--- config.mk ---
export PLATFORM = sky130hd
export DESIGN_NAME = modport_dut
export DESIGN_NICKNAME = d
export VERILOG_FILES = /design/src/rtl/modport_dut_pkg.sv /design/src/rtl/modport_dut_regfile.sv /design/src/rtl/modport_dut.sv
export SDC_FILE = /design/constraint.sdc
export NUM_CORES = 1
export LEC_CHECK = 0
export ABC_AREA = 0
export CAP_MARGIN = 20
export CORE_ASPECT_RATIO = 1.75
export CORE_MARGIN = 1
export CORE_UTILIZATION = 40
export DETAILED_ROUTE_END_ITERATION = 10
export GPL_TIMING_DRIVEN = 0
export PLACE_DENSITY = 0.65
export SLEW_MARGIN = 30
export SYNTH_ARGS = -nofsm -noshare
export SYNTH_HDL_FRONTEND = slang
export SYNTH_HIERARCHICAL = 1
export SYNTH_SLANG_ARGS = --single-unit
export TNS_END_PERCENT = 20
--- constraint.sdc ---
create_clock -name PCLK -period 3.2 [get_ports PCLK]
set_input_delay 0.64 -clock PCLK [delete_from_list [all_inputs] [get_ports PCLK]]
set_output_delay 0.64 -clock PCLK [all_outputs]
set_load 0.02 [all_outputs]
--- src/rtl/modport_dut_pkg.sv ---
// Shared definitions for the APB3 register completer.
//   state_e          : APB phase tracked by the completer FSM
//   ADDR_MAX_W       : widest PADDR accepted by the error decoder
//   ID_OFFSET        : word index of the read-only ID register
//   DEFAULT_ID_VALUE : default contents of the ID register
//   is_err()         : transfer error decode (misaligned, out of range,
//                      write to the ID word)
package modport_dut_pkg;

  typedef enum logic [1:0] {
    IDLE   = 2'd0,
    SETUP  = 2'd1,
    ACCESS = 2'd2
  } state_e;

  localparam int unsigned ADDR_MAX_W       = 64;
  localparam int unsigned ID_OFFSET        = 0;
  localparam logic [31:0] DEFAULT_ID_VALUE = 32'hA0B1_0001;

  // addr is the zero-extended byte address; num_regs counts the ID word.
  function automatic logic is_err(input logic [ADDR_MAX_W-1:0] addr,
                                  input logic                  write,
                                  input int unsigned           num_regs);
    logic [ADDR_MAX_W-3:0] idx;
    idx = addr[ADDR_MAX_W-1:2];
    return (addr[1:0] != 2'b00) ||
           (idx >= (ADDR_MAX_W-2)'(num_regs)) ||
           (write && (idx == (ADDR_MAX_W-2)'(ID_OFFSET)));
  endfunction

endpackage

--- src/rtl/modport_dut_regfile.sv ---
// Word-addressed register storage for the APB completer.
//   PCLK  : clock
//   rst   : synchronous active-high reset, clears every word
//   we    : write enable (one full word)
//   widx  : write word index
//   wdata : write data
//   ridx  : combinational read word index
//   rdata : combinational read data
module modport_dut_regfile #(
  parameter int NUM_REGS   = 16,
  parameter int DATA_WIDTH = 32,
  parameter int IDX_W      = 4
) (
  input  logic                  PCLK,
  input  logic                  rst,
  input  logic                  we,
  input  logic [IDX_W-1:0]      widx,
  input  logic [DATA_WIDTH-1:0] wdata,
  input  logic [IDX_W-1:0]      ridx,
  output logic [DATA_WIDTH-1:0] rdata
);

  logic [DATA_WIDTH-1:0] mem [NUM_REGS];

  always_ff @(posedge PCLK) begin
    if (rst) begin
      for (int i = 0; i < NUM_REGS; i++) begin
        mem[i] <= '0;
      end
    end else if (we) begin
      mem[widx] <= wdata;
    end
  end

  assign rdata = mem[ridx];

endmodule

--- src/rtl/modport_dut.sv ---
// APB3 completer: one read-only ID word at offset 0 followed by
// NUM_REGS-1 read/write scratch words, with programmable wait states.
//   PCLK    : clock (posedge)
//   rst     : synchronous active-high reset
//   PSEL    : completer select
//   PENABLE : access phase
//   PADDR   : byte address
//   PWRITE  : 1 = write, 0 = read
//   PWDATA  : write data
//   PRDATA  : read data, zero unless a good read completes this cycle
//   PREADY  : transfer completes this cycle
//   PSLVERR : error on the completing transfer
module modport_dut
  import modport_dut_pkg::*;
#(
  parameter int                    ADDR_WIDTH  = 32,
  parameter int                    DATA_WIDTH  = 32,
  parameter int                    NUM_REGS    = 16,
  parameter int                    WAIT_CYCLES = 0,
  parameter logic [DATA_WIDTH-1:0] ID_VALUE    = DATA_WIDTH'(DEFAULT_ID_VALUE)
) (
  input  logic                  PCLK,
  input  logic                  rst,
  input  logic                  PSEL,
  input  logic                  PENABLE,
  input  logic [ADDR_WIDTH-1:0] PADDR,
  input  logic                  PWRITE,
  input  logic [DATA_WIDTH-1:0] PWDATA,
  output logic [DATA_WIDTH-1:0] PRDATA,
  output logic                  PREADY,
  output logic                  PSLVERR
);

  localparam int         IDX_W  = $clog2(NUM_REGS);
  localparam logic [3:0] WAIT_Q = 4'(WAIT_CYCLES);

  state_e                state_p0;
  state_e                cur_state;
  logic                  done_p0;
  logic                  rst_p0;
  logic [3:0]            wcnt_p0;

  logic [ADDR_MAX_W-1:0] addr_ext;
  logic [IDX_W-1:0]      idx;
  logic                  err;
  logic                  ready;
  logic                  wr_en;
  logic [DATA_WIDTH-1:0] rdata;

  assign addr_ext = ADDR_MAX_W'(PADDR);
  assign idx      = PADDR[IDX_W+1:2];
  assign err      = is_err(addr_ext, PWRITE, NUM_REGS);

  // Phase of the current bus cycle. SETUP always leads into ACCESS, and an
  // unfinished ACCESS stays there. Otherwise PENABLE high means ACCESS: that
  // covers both entering from IDLE without a SETUP and PENABLE held after a
  // completed transfer, which simply repeats the transfer from wait count 0.
  always_comb begin
    cur_state = IDLE;
    if (PSEL) begin
      if ((state_p0 == SETUP) || ((state_p0 == ACCESS) && !done_p0) || PENABLE) begin
        cur_state = ACCESS;
      end else begin
        cur_state = SETUP;
      end
    end
  end

  // Held low through the reset cycle and the cycle after it so a manager
  // still driving an access phase across reset sees no completion.
  assign ready = PSEL && PENABLE && (wcnt_p0 == WAIT_Q) && !rst && !rst_p0;
  assign wr_en = ready && PWRITE && !err;

  // ---- stage p0: FSM, wait counter, reset delay ----
  always_ff @(posedge PCLK) begin
    rst_p0 <= rst;
    if (rst) begin
      state_p0 <= IDLE;
      done_p0  <= 1'b0;
      wcnt_p0  <= 4'd0;
    end else begin
      state_p0 <= cur_state;
      done_p0  <= ready;
      if ((cur_state == ACCESS) && !ready && !rst_p0) begin
        wcnt_p0 <= wcnt_p0 + 4'd1;
      end else begin
        wcnt_p0 <= 4'd0;
      end
    end
  end

  modport_dut_regfile #(
    .NUM_REGS   (NUM_REGS),
    .DATA_WIDTH (DATA_WIDTH),
    .IDX_W      (IDX_W)
  ) u_regfile (
    .PCLK  (PCLK),
    .rst   (rst),
    .we    (wr_en),
    .widx  (idx),
    .wdata (PWDATA),
    .ridx  (idx),
    .rdata (rdata)
  );

  assign PREADY  = ready;
  assign PSLVERR = ready && err;

  always_comb begin
    PRDATA = '0;
    if (ready && !err && !PWRITE) begin
      PRDATA = (idx == IDX_W'(ID_OFFSET)) ? ID_VALUE : rdata;
    end
  end

endmodule

==> metrics.md <==
| Metric | Value |
|---|---|
| Status | `finished with violations` |
| Failing checks | `setup timing` |
| Slew Viols, Final | `0` |
| Layout Utilization | `49.5%` |
| Data arrival, critical path | `3.72 ns` |
| Vias in the first global route | `15500` |
| Lkg Pwr | `10.8 nW` |
| Worst Reg-to-Reg Cells | `10` |
| Unrepaired setup endpoints after global routing | `yes` |
| Synthesized Nets | `1584` |
| GRT Util Overall | `25.0%` |
| Cells after DPL | `2394` |
| Antenna violations before repair | `2` |
| Fin cells | `2560` |
| # fillers | `4901` |
| Largest net degree at the start of global routing | `21` |
| CTS Buf Count | `45` |
| Finish-stage setup viols | `613` |
| EDFF count, synth | `512` |
| Clock Skew | `0.0299 ns` |
| Setup crit start kind | `input pin` |
| Critical path capture point type | `flop` |
| Drt first pass iters | `5` |
| First-pass GRT wire length | `107 mm` |
| Core box area | `59100 µm²` |
| Worst Hold Path Cells | `2` |
| Gate Count Post-Synth | `1513` |
| Synth cell types | `41` |
| CP Class | `in2reg` |
| Gpl congestion | `0.849` |
| Primary FF master, synth | `edfxtp_1` |
| Routed WL per cell | `29.3 µm` |
| CTS Sinks | `520` |
| F_max | `286 MHz` |
| Final HPWL DP | `44.7 mm` |
| Final WS setup | `-0.300 ns` |
| Initial Utilization | `40.4%` |
| Antenna Cells | `0` |
| Die Ht | `325 µm` |
| Peak supply drop | `0.399 mV` |
| Avg Vias per Cell | `5.67` |
| Vias | `14500` |
| Number of remaining DRC errors | `0` |
| Async set-or-reset flop fraction in the synthesized netlist | `0%` |
| Post-synthesis sequential area ratio | `65.1%` |
| H-Tree Depth | `2` |
| Worst rel slew slack | `50.7%` |
| WL final | `75.1 mm` |
| Worst slew pin tran | `0.740 ns` |
| Width of the die | `187 µm` |
| Avg Cell Area, Syn | `15.8 µm²` |
| CTS tree | `yes` |
| Rows | `118` |
| Netlist Area Pre-Place | `23900 µm²` |
| Req. time, crit path | `3.42 ns` |
| Area leader, netlist | `edfxtp_1` |
| Max-Cap Viols | `0` |
| Starting DRT DRC Count | `1436` |
| Total grt overflow | `0` |
| Top post-synthesis cells by area | `edfxtp_1, and2_1, mux4_2` |
| DIE AREA | `60700 µm²` |
| Skew-Pair Late Insertion Delay | `0.59 ns` |
| Nets | `1816` |
| Clk root buf | `clkbuf_16` |
| # hold bufs at CTS | `0` |
| Port bufs | `101` |
| Post-synth top area share | `64.4%` |
| Ports | `103` |
| DRT antenna net count | `0` |
| Pwr dens | `497 nW/µm²` |
| #FFs+latches synth | `520` |
| Max clock buf depth | `3` |
| Crit Path Max Fanout | `16` |
| Most frequent cells in the layout | `edfxtp_1, and2_1, mux4_2` |
| Tcrit/Tclk final | `109%` |
| Crit path time final | `3.50 ns` |
| Setup TNS Final | `-64.90 ns` |
| Hold Vio Cnt, Final | `0` |
| Min-delay worst type | `in2reg` |
| Layout cells sized above 1 | `30.0%` |
| Number of synthesis warnings | `6` |
| Most common cell after layout, fill and taps aside | `edfxtp_1` |
| Worst-path clk slew | `0.06 ns` |
| Layout area overhead | `22.5%` |
## logic make-up after synthesis
kind of cell             count (synthesis)  synth area share [%]
AND/OR/NAND/NOR                        656                  18.2
XOR/XNOR                                 2                0.0734
flip-flops                             520                  65.1
AO/OA/AOI/OAI                           66                  2.07
multiplexers                           128                  12.1
adder cells (fa/ha/maj)                  2                 0.105
buffers and inverters                  139                  2.45
## synth_stat cells, drive strengths merged, types with 2 or more instances
cell type,instances
nand3,2
inv,3
dfxtp,8
nor2,26
nor4,14
nor3b,4
nor3,7
a22oi,64
ha,2
or2,16
and4,2
buf,29
mux4,128
nor2b,4
and2,513
clkbuf,107
nor4b,25
nand2b,3
nand4bb,2
edfxtp,512
nand2,34
## through the flow
| stage | hold slack, ns | setup WS (ns) | power, mW | cell area, µm² |
|---|---|---|---|---|
| final | 0.460 | -0.300 | 14.5 | 29200 |
| after global routing | 0.464 | -0.234 | 14.9 | 29200 |
| after CTS | 0.418 | -0.0649 | 14.6 | 29000 |
| after detailed placement | 0.485 | -1.90 | 8.84 | 25900 |
| after global placement | 0.445 | -1.88 | 8.81 | 25900 |
| after floorplan | 0.430 | -0.0139 | 8.39 | 23900 |
## flip-flops by register name (all words and copies together) (netlist names)
signal	count
done_p0	1
rst_p0	1
state_p0	2
u_regfile/mem	512
wcnt_p0	4
## layer usage
| metal | vias up | global-route usage [%] | share of wire, % |
|---|---|---|---|
| met5 | - | 0 | 0.017 |
| met4 | 2 | 16.5 | 7.3 |
| met3 | 262 | 4.35 | 7.5 |
| met2 | 778 | 45.9 | 53 |
| met1 | 7365 | 26.0 | 32 |
| li1 | 6097 | - | - |
## power by group
part / internal [mW] / switching, mW
logic: 0.532 / 0.705
registers: 7.66 / 0.0560
clock network: 3.09 / 2.49
## repair_timing
action                     in CTS  in global routing
setup buffers                  58                  6
pin swaps                      35                 13
gates cloned                   19                  0
hold endpoints to repair        0                  0
gates resized for setup       401                 86
setup endpoints to repair    1025                663
## path summary, 6_finish.rpt
check,startpoint,endpoint,slack [ns]
setup / recovery,PADDR[6],u_regfile/mem[10][10],-0.30
hold / removal,PENABLE,state_p0[0],0.46
setup reg to reg,wcnt_p0[0],u_regfile/mem[10][10],-0.29
hold reg to reg,rst_p0,done_p0,0.51
## worst max-delay path, cell delays in order
cell             delay, ns
clkdlybuf4s50_1       0.45
nor4_2                0.24
and4_4                0.28
nand3_4               0.12
buf_12                0.18
nor3b_4               0.35
nand4bb_1             0.43
nor2_2                0.54
or2_4                 0.48
## final cells by class
type                            count  area, µm²  share of cell area (%)
Sequential cell                   520      15500                    53.2
Multi-Input combinational cell    870       8300                    28.4
Timing Repair Buffer              169       1960                    6.70
Clock buffer                       54       1200                    4.11
Buffer                            136        980                    3.35
Tap cell                          780        976                    3.34
Clock inverter                     28        268                   0.916
Inverter                            3       11.3                  0.0385
No activity file was read; power rests on OpenSTA's default activity.
